--- config.mk ---
export PLATFORM = sky130hd
export DESIGN_NAME = gpout_ctrl_flat
export DESIGN_NICKNAME = d
export VERILOG_FILES = /design/src/rtl/gpout_pkg.sv /design/src/rtl/gpout_if.sv /design/src/rtl/gpout_pulse.sv /design/src/rtl/gpout_ctrl.sv /design/src/flat_wrapper.sv
export SDC_FILE = /design/constraint.sdc
export NUM_CORES = 1
export LEC_CHECK = 0
export CAP_MARGIN = 15
export CORE_ASPECT_RATIO = 0.75
export CORE_MARGIN = 2
export CORE_UTILIZATION = 57
export CTS_CLUSTER_DIAMETER = 200
export DETAILED_ROUTE_END_ITERATION = 7
export HOLD_SLACK_MARGIN = 0.08
export PLACE_DENSITY = 0.79
export SYNTH_ARGS = -nofsm -noshare
export SYNTH_HDL_FRONTEND = slang
export SYNTH_HIERARCHICAL = 1
export SYNTH_SLANG_ARGS = --single-unit
--- constraint.sdc ---
create_clock -name clk -period 4 [get_ports clk]
set_input_delay 0.8 -clock clk [delete_from_list [all_inputs] [get_ports clk]]
set_output_delay 0.8 -clock clk [all_outputs]
set_load 0.1 [all_outputs]
--- src/rtl/gpout_pkg.sv ---
// Shared constants, command encodings and mask helpers for the general-purpose
// output controller.
package gpout_pkg;

    localparam int GPOUT_W     = 32;
    localparam int PULSE_LEN_W = 16;
    localparam int PULSE_BIT_W = 5;

    typedef enum logic [1:0] {
        CMD_WRITE  = 2'b00,
        CMD_SET    = 2'b01,
        CMD_CLEAR  = 2'b10,
        CMD_TOGGLE = 2'b11
    } cmd_e;

    function automatic logic [GPOUT_W-1:0] onehot(input logic [PULSE_BIT_W-1:0] idx);
        logic [GPOUT_W-1:0] m;
        m      = {GPOUT_W{1'b0}};
        m[idx] = 1'b1;
        return m;
    endfunction

    function automatic logic [GPOUT_W-1:0] apply_cmd(input logic [GPOUT_W-1:0] cur,
                                                     input logic [1:0]         cmd,
                                                     input logic [GPOUT_W-1:0] data);
        logic [GPOUT_W-1:0] r;
        case (cmd)
            CMD_WRITE:  r = data;
            CMD_SET:    r = cur | data;
            CMD_CLEAR:  r = cur & ~data;
            CMD_TOGGLE: r = cur ^ data;
            default:    r = cur;
        endcase
        return r;
    endfunction

endpackage

--- src/rtl/gpout_if.sv ---
// Bus bundle between the two command requesters / pulse source (master) and
// the output controller (slave).
interface gpout_if;
    import gpout_pkg::*;

    logic                   req_a;
    logic [1:0]             cmd_a;
    logic [GPOUT_W-1:0]     data_a;
    logic                   ack_a;
    logic                   req_b;
    logic [1:0]             cmd_b;
    logic [GPOUT_W-1:0]     data_b;
    logic                   ack_b;
    logic                   pulse_start;
    logic [PULSE_BIT_W-1:0] pulse_bit;
    logic [PULSE_LEN_W-1:0] pulse_len;
    logic                   pulse_busy;
    logic [GPOUT_W-1:0]     gpout;

    modport master (
        output req_a, cmd_a, data_a, req_b, cmd_b, data_b,
               pulse_start, pulse_bit, pulse_len,
        input  ack_a, ack_b, pulse_busy, gpout
    );

    modport slave (
        input  req_a, cmd_a, data_a, req_b, cmd_b, data_b,
               pulse_start, pulse_bit, pulse_len,
        output ack_a, ack_b, pulse_busy, gpout
    );

endinterface

--- src/rtl/gpout_pulse.sv ---
// Two-state pulse engine: inverts one latched output bit for a programmed
// number of cycles; exports the next-cycle overlay so the parent can register gpout.
module gpout_pulse
    import gpout_pkg::*;
(
    input  logic                   clk,
    input  logic                   rst_n,
    input  logic                   start_i,
    input  logic [PULSE_BIT_W-1:0] bit_i,
    input  logic [PULSE_LEN_W-1:0] len_i,
    output logic                   busy_o,
    output logic [GPOUT_W-1:0]     overlay_nxt_o
);

    localparam logic [0:0] ST_IDLE  = 1'b0;
    localparam logic [0:0] ST_PULSE = 1'b1;

    logic [0:0]             state_q, state_d;
    logic [PULSE_LEN_W-1:0] cnt_q,   cnt_d;
    logic [PULSE_BIT_W-1:0] bit_q,   bit_d;

    // Next-state logic; starts while busy are dropped, not queued.
    always_comb begin
        state_d = state_q;
        cnt_d   = cnt_q;
        bit_d   = bit_q;
        case (state_q)
            ST_IDLE: begin
                if (start_i && (len_i != {PULSE_LEN_W{1'b0}})) begin
                    state_d = ST_PULSE;
                    cnt_d   = len_i;
                    bit_d   = bit_i;
                end else begin
                    state_d = ST_IDLE;
                end
            end
            ST_PULSE: begin
                if (cnt_q <= {{(PULSE_LEN_W-1){1'b0}}, 1'b1}) begin
                    state_d = ST_IDLE;
                    cnt_d   = {PULSE_LEN_W{1'b0}};
                end else begin
                    cnt_d   = cnt_q - {{(PULSE_LEN_W-1){1'b0}}, 1'b1};
                end
            end
            default: begin
                state_d = ST_IDLE;
                cnt_d   = {PULSE_LEN_W{1'b0}};
            end
        endcase
        overlay_nxt_o = (state_d == ST_PULSE) ? onehot(bit_d) : {GPOUT_W{1'b0}};
    end

    // State, counter and latched bit registers.
    always_ff @(posedge clk) begin
        if (!rst_n) begin
            state_q <= ST_IDLE;
            cnt_q   <= {PULSE_LEN_W{1'b0}};
            bit_q   <= {PULSE_BIT_W{1'b0}};
        end else begin
            state_q <= state_d;
            cnt_q   <= cnt_d;
            bit_q   <= bit_d;
        end
    end

    assign busy_o = (state_q == ST_PULSE);

endmodule

--- src/rtl/gpout_ctrl.sv ---
// General-purpose output controller: round-robin arbitration of two command
// requesters onto out_reg, with a single-bit timed inversion overlaid on gpout.
module gpout_ctrl
    import gpout_pkg::*;
(
    input  logic    clk,
    input  logic    rst_n,
    gpout_if.slave  bus
);

    logic [GPOUT_W-1:0] out_reg_q, out_reg_d;
    logic [GPOUT_W-1:0] gpout_q,   gpout_d;
    logic               ack_a_q,   ack_a_d;
    logic               ack_b_q,   ack_b_d;
    logic               last_b_q,  last_b_d;
    logic               elig_a, elig_b, grant_a, grant_b;
    logic               pulse_busy;
    logic [GPOUT_W-1:0] overlay_nxt;

    gpout_pulse u_pulse (
        .clk           (clk),
        .rst_n         (rst_n),
        .start_i       (bus.pulse_start),
        .bit_i         (bus.pulse_bit),
        .len_i         (bus.pulse_len),
        .busy_o        (pulse_busy),
        .overlay_nxt_o (overlay_nxt)
    );

    // Arbitration and command application; an acked requester sits out one edge.
    always_comb begin
        elig_a    = bus.req_a & ~ack_a_q;
        elig_b    = bus.req_b & ~ack_b_q;
        grant_a   = elig_a & (~elig_b | last_b_q);
        grant_b   = elig_b & ~grant_a;
        out_reg_d = out_reg_q;
        last_b_d  = last_b_q;
        if (grant_a) begin
            out_reg_d = apply_cmd(out_reg_q, bus.cmd_a, bus.data_a);
            last_b_d  = 1'b0;
        end else if (grant_b) begin
            out_reg_d = apply_cmd(out_reg_q, bus.cmd_b, bus.data_b);
            last_b_d  = 1'b1;
        end else begin
            last_b_d  = last_b_q;
        end
        ack_a_d = grant_a;
        ack_b_d = grant_b;
        gpout_d = out_reg_d ^ overlay_nxt;
    end

    // Output word, acks and round-robin pointer.
    always_ff @(posedge clk) begin
        if (!rst_n) begin
            out_reg_q <= {GPOUT_W{1'b0}};
            gpout_q   <= {GPOUT_W{1'b0}};
            ack_a_q   <= 1'b0;
            ack_b_q   <= 1'b0;
            last_b_q  <= 1'b1;
        end else begin
            out_reg_q <= out_reg_d;
            gpout_q   <= gpout_d;
            ack_a_q   <= ack_a_d;
            ack_b_q   <= ack_b_d;
            last_b_q  <= last_b_d;
        end
    end

    assign bus.ack_a      = ack_a_q;
    assign bus.ack_b      = ack_b_q;
    assign bus.pulse_busy = pulse_busy;
    assign bus.gpout      = gpout_q;

endmodule

--- src/flat_wrapper.sv ---
// flat-port wrapper written by rule: the top's interface ports become plain ports
module gpout_ctrl_flat import gpout_pkg::*;
  (clk, rst_n, bus_req_a, bus_cmd_a, bus_data_a, bus_req_b, bus_cmd_b, bus_data_b, bus_pulse_start, bus_pulse_bit, bus_pulse_len, bus_ack_a, bus_ack_b, bus_pulse_busy, bus_gpout);
  gpout_if bus_i ();
  input  logic clk;
  input  logic rst_n;
  input wire logic [$bits(bus_i.req_a)-1:0] bus_req_a;
  input wire logic [$bits(bus_i.cmd_a)-1:0] bus_cmd_a;
  input wire logic [$bits(bus_i.data_a)-1:0] bus_data_a;
  input wire logic [$bits(bus_i.req_b)-1:0] bus_req_b;
  input wire logic [$bits(bus_i.cmd_b)-1:0] bus_cmd_b;
  input wire logic [$bits(bus_i.data_b)-1:0] bus_data_b;
  input wire logic [$bits(bus_i.pulse_start)-1:0] bus_pulse_start;
  input wire logic [$bits(bus_i.pulse_bit)-1:0] bus_pulse_bit;
  input wire logic [$bits(bus_i.pulse_len)-1:0] bus_pulse_len;
  output wire logic [$bits(bus_i.ack_a)-1:0] bus_ack_a;
  output wire logic [$bits(bus_i.ack_b)-1:0] bus_ack_b;
  output wire logic [$bits(bus_i.pulse_busy)-1:0] bus_pulse_busy;
  output wire logic [$bits(bus_i.gpout)-1:0] bus_gpout;
  assign bus_i.req_a = bus_req_a;
  assign bus_i.cmd_a = bus_cmd_a;
  assign bus_i.data_a = bus_data_a;
  assign bus_i.req_b = bus_req_b;
  assign bus_i.cmd_b = bus_cmd_b;
  assign bus_i.data_b = bus_data_b;
  assign bus_i.pulse_start = bus_pulse_start;
  assign bus_i.pulse_bit = bus_pulse_bit;
  assign bus_i.pulse_len = bus_pulse_len;
  assign bus_ack_a = bus_i.ack_a;
  assign bus_ack_b = bus_i.ack_b;
  assign bus_pulse_busy = bus_i.pulse_busy;
  assign bus_gpout = bus_i.gpout;
  gpout_ctrl u_core (.clk(clk), .rst_n(rst_n), .bus(bus_i));
endmodule
Word-level counts from Yosys, hierarchy flattened

Index checks and enable logic that the tools add are counted.
W data, S select, Z words.

Add/subtract/negate cells: 1
Magnitude comparators: 3
Equality and inequality tests: 7
Muxes and demuxes: 17
Bitwise operators: 19
Reduce and logical (&&, ||, !) cells: 6

Operators with widths:

| cell                    | number |
|---|---|
| $pmux W32 S4            | 2 |
| $mux W32                | 3 |
| $xor A32 B32 Y32        | 3 |
| $and A32 B32 Y32        | 2 |
| $not A32 Y32            | 2 |
| $or A32 B32 Y32         | 2 |
| $mux W16                | 2 |
| $pmux W16 S2            | 1 |
| $le A16 B1 Y1 const B   | 1 |
| $reduce_bool A16 Y1     | 1 |
| $sub A16 B1 Y16 const B | 1 |
| $mux W5                 | 2 |
| $eq A2 B2 Y1 const B    | 4 |
| $lt A5 B6 Y1 const B    | 1 |
| $demux W1 S5            | 1 |
| $ge A5 B1 Y1 const B    | 1 |
| $mux W1                 | 5 |
| $not A1 Y1              | 5 |
| $and A1 B1 Y1           | 4 |
| $eq A2 B1 Y1 const B    | 2 |
| $logic_not A2 Y1        | 2 |
| $logic_and A1 B1 Y1     | 2 |
| $ne A2 B2 Y1 const B    | 1 |
| $pmux W1 S2             | 1 |
| other kinds (2)         | 2 |

Register bits: 89
Output and inout bits: 35
Logic and storage cells: 61

Depth between registers and ports, before layout

Word-level depth: 10
Mapped depth: 12
Mapped depth without buffers: 11

Cells and area by module

Netlist, hierarchy kept.

Modules (own cells, without submodules):

| module      | instances | cells an instance | area each (um^2) | sequential area each (um^2) |
|---|---|---|---|---|
| gpout_ctrl  | 1         | 859               | 8013.9           | 1341.3 |
| gpout_pulse | 1         | 229               | 1722.9           | 440.4 |

Least setup slack after synthesis

No wires, ideal clock.

Kind: in2reg
Start: input port bus_pulse_len[2]
End: register u_core.gpout_q[8], in the netlist u_core/bus.gpout[8]
Library setup time: 64 ps
Data arrival time: 3208 ps
Required time: 3936 ps
Path slack: 728 ps
Cell stages on the path: 10
Cell sequence: or4_1 -> o41ai_2 -> nand2b_1 -> buf_2 -> mux2i_1 -> nor2_1 -> nor2b_1 -> nor3b_1 -> a22oi_1 -> nand4_1

Longest elaborated chain between the ends: 10
Elaborated cells between the ends (all ways): 13

Ends and longest elaborated chain:

| what                                                                      | line               | text |
|---|---|---|
| from (decl)                                                               | flat_wrapper.sv:15 | `input wire logic [$bits(bus_i.pulse_len)-1:0] bus_pulse_len;` |
| $reduce_bool A16 Y1 *                                                     | gpout_pulse.sv:29  | `if (start_i && (len_i != {PULSE_LEN_W{1'b0}})) begin` |
| $logic_and A1 B1 Y1 *                                                     | gpout_pulse.sv:29  |  |
| $mux W5                                                                   | gpout_pulse.sv:29  |  |
| $mux W5                                                                   | gpout_pulse.sv:27  | `case (state_q)` |
| $lt A5 B6 Y1 (not written as such) / $ge A5 B1 Y1 (equally long branches) | gpout_pkg.sv:19    | `m[idx] = 1'b1;` |
| $logic_and A1 B1 Y1 (not written as such)                                 | gpout_pkg.sv:19    |  |
| $mux W1 (not written as such)                                             | gpout_pkg.sv:19    |  |
| $demux W1 S5                                                              | gpout_pkg.sv:19    |  |
| $mux W32 *                                                                | gpout_pulse.sv:50  | `overlay_nxt_o = (state_d == ST_PULSE) ? onehot(bit_d) : {GPOUT_W{1'b0}};` |
| via u_core.overlay_nxt[8]                                                 | gpout_ctrl.sv:18   | `logic [GPOUT_W-1:0] overlay_nxt;` |
| $xor A32 B32 Y32 *                                                        | gpout_ctrl.sv:49   | `gpout_d = out_reg_d ^ overlay_nxt;` |
| to (signal assigned)                                                      | gpout_ctrl.sv:56   | `gpout_q <= {GPOUT_W{1'b0}};` |
| to (signal assigned)                                                      | gpout_ctrl.sv:62   | `gpout_q <= gpout_d;` |
| to (decl)                                                                 | gpout_ctrl.sv:12   | `logic [GPOUT_W-1:0] gpout_q, gpout_d;` |

The timed path passes the listed nets; every way through them passes the cells marked *.
A chain may end at the register's enable or synchronous reset.

Final worst setup path

Start: input port bus_pulse_len[2]
End: register u_core.gpout_q[17], in the netlist u_core/bus.gpout[17]

Same word-level chain as after synthesis.

==> impl_metrics.tcl <==
set metrics [dict create \
    cts_hold_buf 0 \
    skew_ps 14.2 \
    hp-start "u_core/u_pulse/bit_q[0]" \
    synth.top_cells.by_area "dfxtp_1 18%, ha_1 17%, mux4_2 13%" \
    p_leak_nw 4.73 \
    cp.required_ps 4300 \
    fin_nets 1399 \
    r2r_start "u_core/u_pulse/cnt_q[8]" \
    die_y_um 117 \
    insertedDiodeCount 0 \
    cts_made_buffers 9 \
    arrival_ps 4050 \
    clock_path_buffers 2 \
    path_max_fanout 8 \
    drtAntennaViolNets 0 \
    tritoncts "yes" \
    end_kind "flip-flop" \
    grt_pass1_vias 8401 \
    netlist.area_leader.share 0.183 \
    regToRegSetupSlack_ps 680 \
    path_class "input port to flip-flop" \
    drc_errors 0 \
    die_w_um 155 \
    port_buffers 128 \
    area_delta_synth_final_pct 17.0 \
    dp_hpwl_mm 18.4 \
    p_per_area_nw_per_um2 317 \
    route.detailed.wl_per_inst_um 18.7 \
    die_area_um2 18200 \
    num_vias 8943 \
    synth_cell_type_count 62 \
    synth_seq_cells 89 \
    hold_viol 0 \
    fin_util 0.679 \
    clk_pin_slew_worst_paths_ps 70 \
    io-pin-count 129 \
    outcome "complete, no violations" \
    clk_latency_ps 360 \
    start_util 0.580 \
    coreArea_um2 16800 \
    slew-limit-headroom 0.314 \
    yosys.area.top_type "dfxtp_1" \
    async_flop_share 0 \
    maxCapViolCount 0 \
    setup_violations 0 \
    hold_path_class "flip-flop to flip-flop" \
    synth-edff-count 0 \
    syn-num-nets 1312 \
    first_pass_iters 7 \
    grt_use_total 0.290 \
    tns_ps 0 \
    tightest_slew_ps 1010 \
    synthCells 1088 \
    syn_area_um2 9740 \
    antenna_found_initial 0 \
    fmax_ghz 0.266 \
    fin_crit_ps 3750 \
    p_total_mw 3.62 \
    cp-start-kind "input port" \
    whs_ps 520 \
    cts_setup_buffers 0 \
    clock_sinks 89 \
    post-route-period-util 0.939 \
    yosysSeqAreaShare 0.183 \
    slew_viol_final 0 \
    cts.htree.levels 3 \
    ir_drop_uv 217 \
    drive_above_1_share 0.112 \
    rows 41 \
    final_common_cell "inv_1" \
    synth_flop_cell "dfxtp_1" \
    place.gp.congestion 0.864 \
    layout_common_cells "170 x inv_1, 130 x ha_1, 123 x clkdlybuf4s50_1" \
    cts_resized 0 \
    crit_start "bus_pulse_len[2]" \
    yosysWarnings 6 \
    grt_pass1_wl_mm 42.1 \
    totalWireLength_mm 26.1 \
    rsz0062_at_grt "no" \
    postSynthAreaPerCell_um2 8.95 \
    viasPerCell 6.41 \
    cts_root_buffer "clkbuf_16" \
    drt_iter0_markers 842 \
    grt_max_degree 65 \
    grt-ovfl-total 0 \
]
[critical path: stages]
cell and delay [ps]:
clkdlybuf4s50_1 420, or4_1 590, o41ai_4 530, buf_4 240, nor2_1 120, a32oi_4 570, nor2_1 140, nor2b_1 200
nor3b_1 220, a22oi_1 100, nand4_1 120
[cell type report]
type | instances | area, µm²
sequential | 89 | 1780
multi-input combinational | 753 | 6910
clock buffer | 9 | 225
fill | 1323 | 5380
inverter | 170 | 638
clock inverter | 7 | 106
tap | 215 | 269
timing repair buffer | 152 | 1460
[registers in the layout, summed over array words and instances, names as in the netlist]
name	cells
u_core/bus.ack_b	1
u_core/last_b_q	1
u_core/bus.gpout	32
u_core/out_reg_q	32
u_core/u_pulse/cnt_q	16
u_core/bus.ack_a	1
u_core/u_pulse/busy_o	1
u_core/u_pulse/bit_q	5
[where the power goes]
part | internal, mW | leakage (nW) | switching, mW
logic | 0.577 | 3.83 | 0.960
registers | 0.989 | 0.735 | 0.0951
clock network | 0.563 | 0.163 | 0.433
total | 2.13 | 4.73 | 1.49
[synth_stat cells, types with 13 or more instances]
master / instances
a2111o_1: 58
a21oi_1: 21
a22oi_1: 31
buf_2: 19
clkbuf_1: 41
dfxtp_1: 89
ha_1: 130
inv_1: 170
mux4_2: 57
nand2_1: 64
nand3_1: 40
nand4_1: 32
nor2_1: 51
nor2b_1: 37
nor3_1: 45
nor3b_1: 25
o21a_1: 13
[path summary, 6_finish.rpt]
kind / end / depth (start not counted)
min reg2reg: u_core/u_pulse/bit_q[0] / 2
max reg2reg: u_core/bus.gpout[26] / 10
min: u_core/u_pulse/bit_q[0] / 2
max: u_core/bus.gpout[17] / 11
[routing by layer]
layer	global-route usage	vias up	part of all wire	wire, µm
li1	-	4180	-	-
met5	0	-	0	0
met1	0.398	4325	0.44	11500
met3	0.0460	53	0.075	1970
met2	0.479	385	0.46	12100
met4	0.0858	0	0.022	567
[logic make-up (layout without fill, tap and decap cells)]
family / Yosys count / after routing / synth area share
AND/OR/NAND/NOR: 337 / 337 / 0.184
multiplexers: 78 / 78 / 0.166
adder cells (fa/ha/maj): 130 / 130 / 0.167
buffers and inverters: 246 / 338 / 0.110
XOR/XNOR: 8 / 8 / 0.00720
flip-flops: 89 / 89 / 0.183
AO/OA/AOI/OAI: 200 / 200 / 0.183
[through the flow]
stage | cells | setup WS (ps) | area (µm²)
global placement | 1379 | 80.3 | 11100
finish | 1395 | 245 | 11400
floorplan | 1088 | 728 | 9740
global route | 1395 | 101 | 11400
detailed placement | 1379 | -3.71 | 11100
CTS | 1395 | 351 | 11400
(Power assumes the default switching activity.)
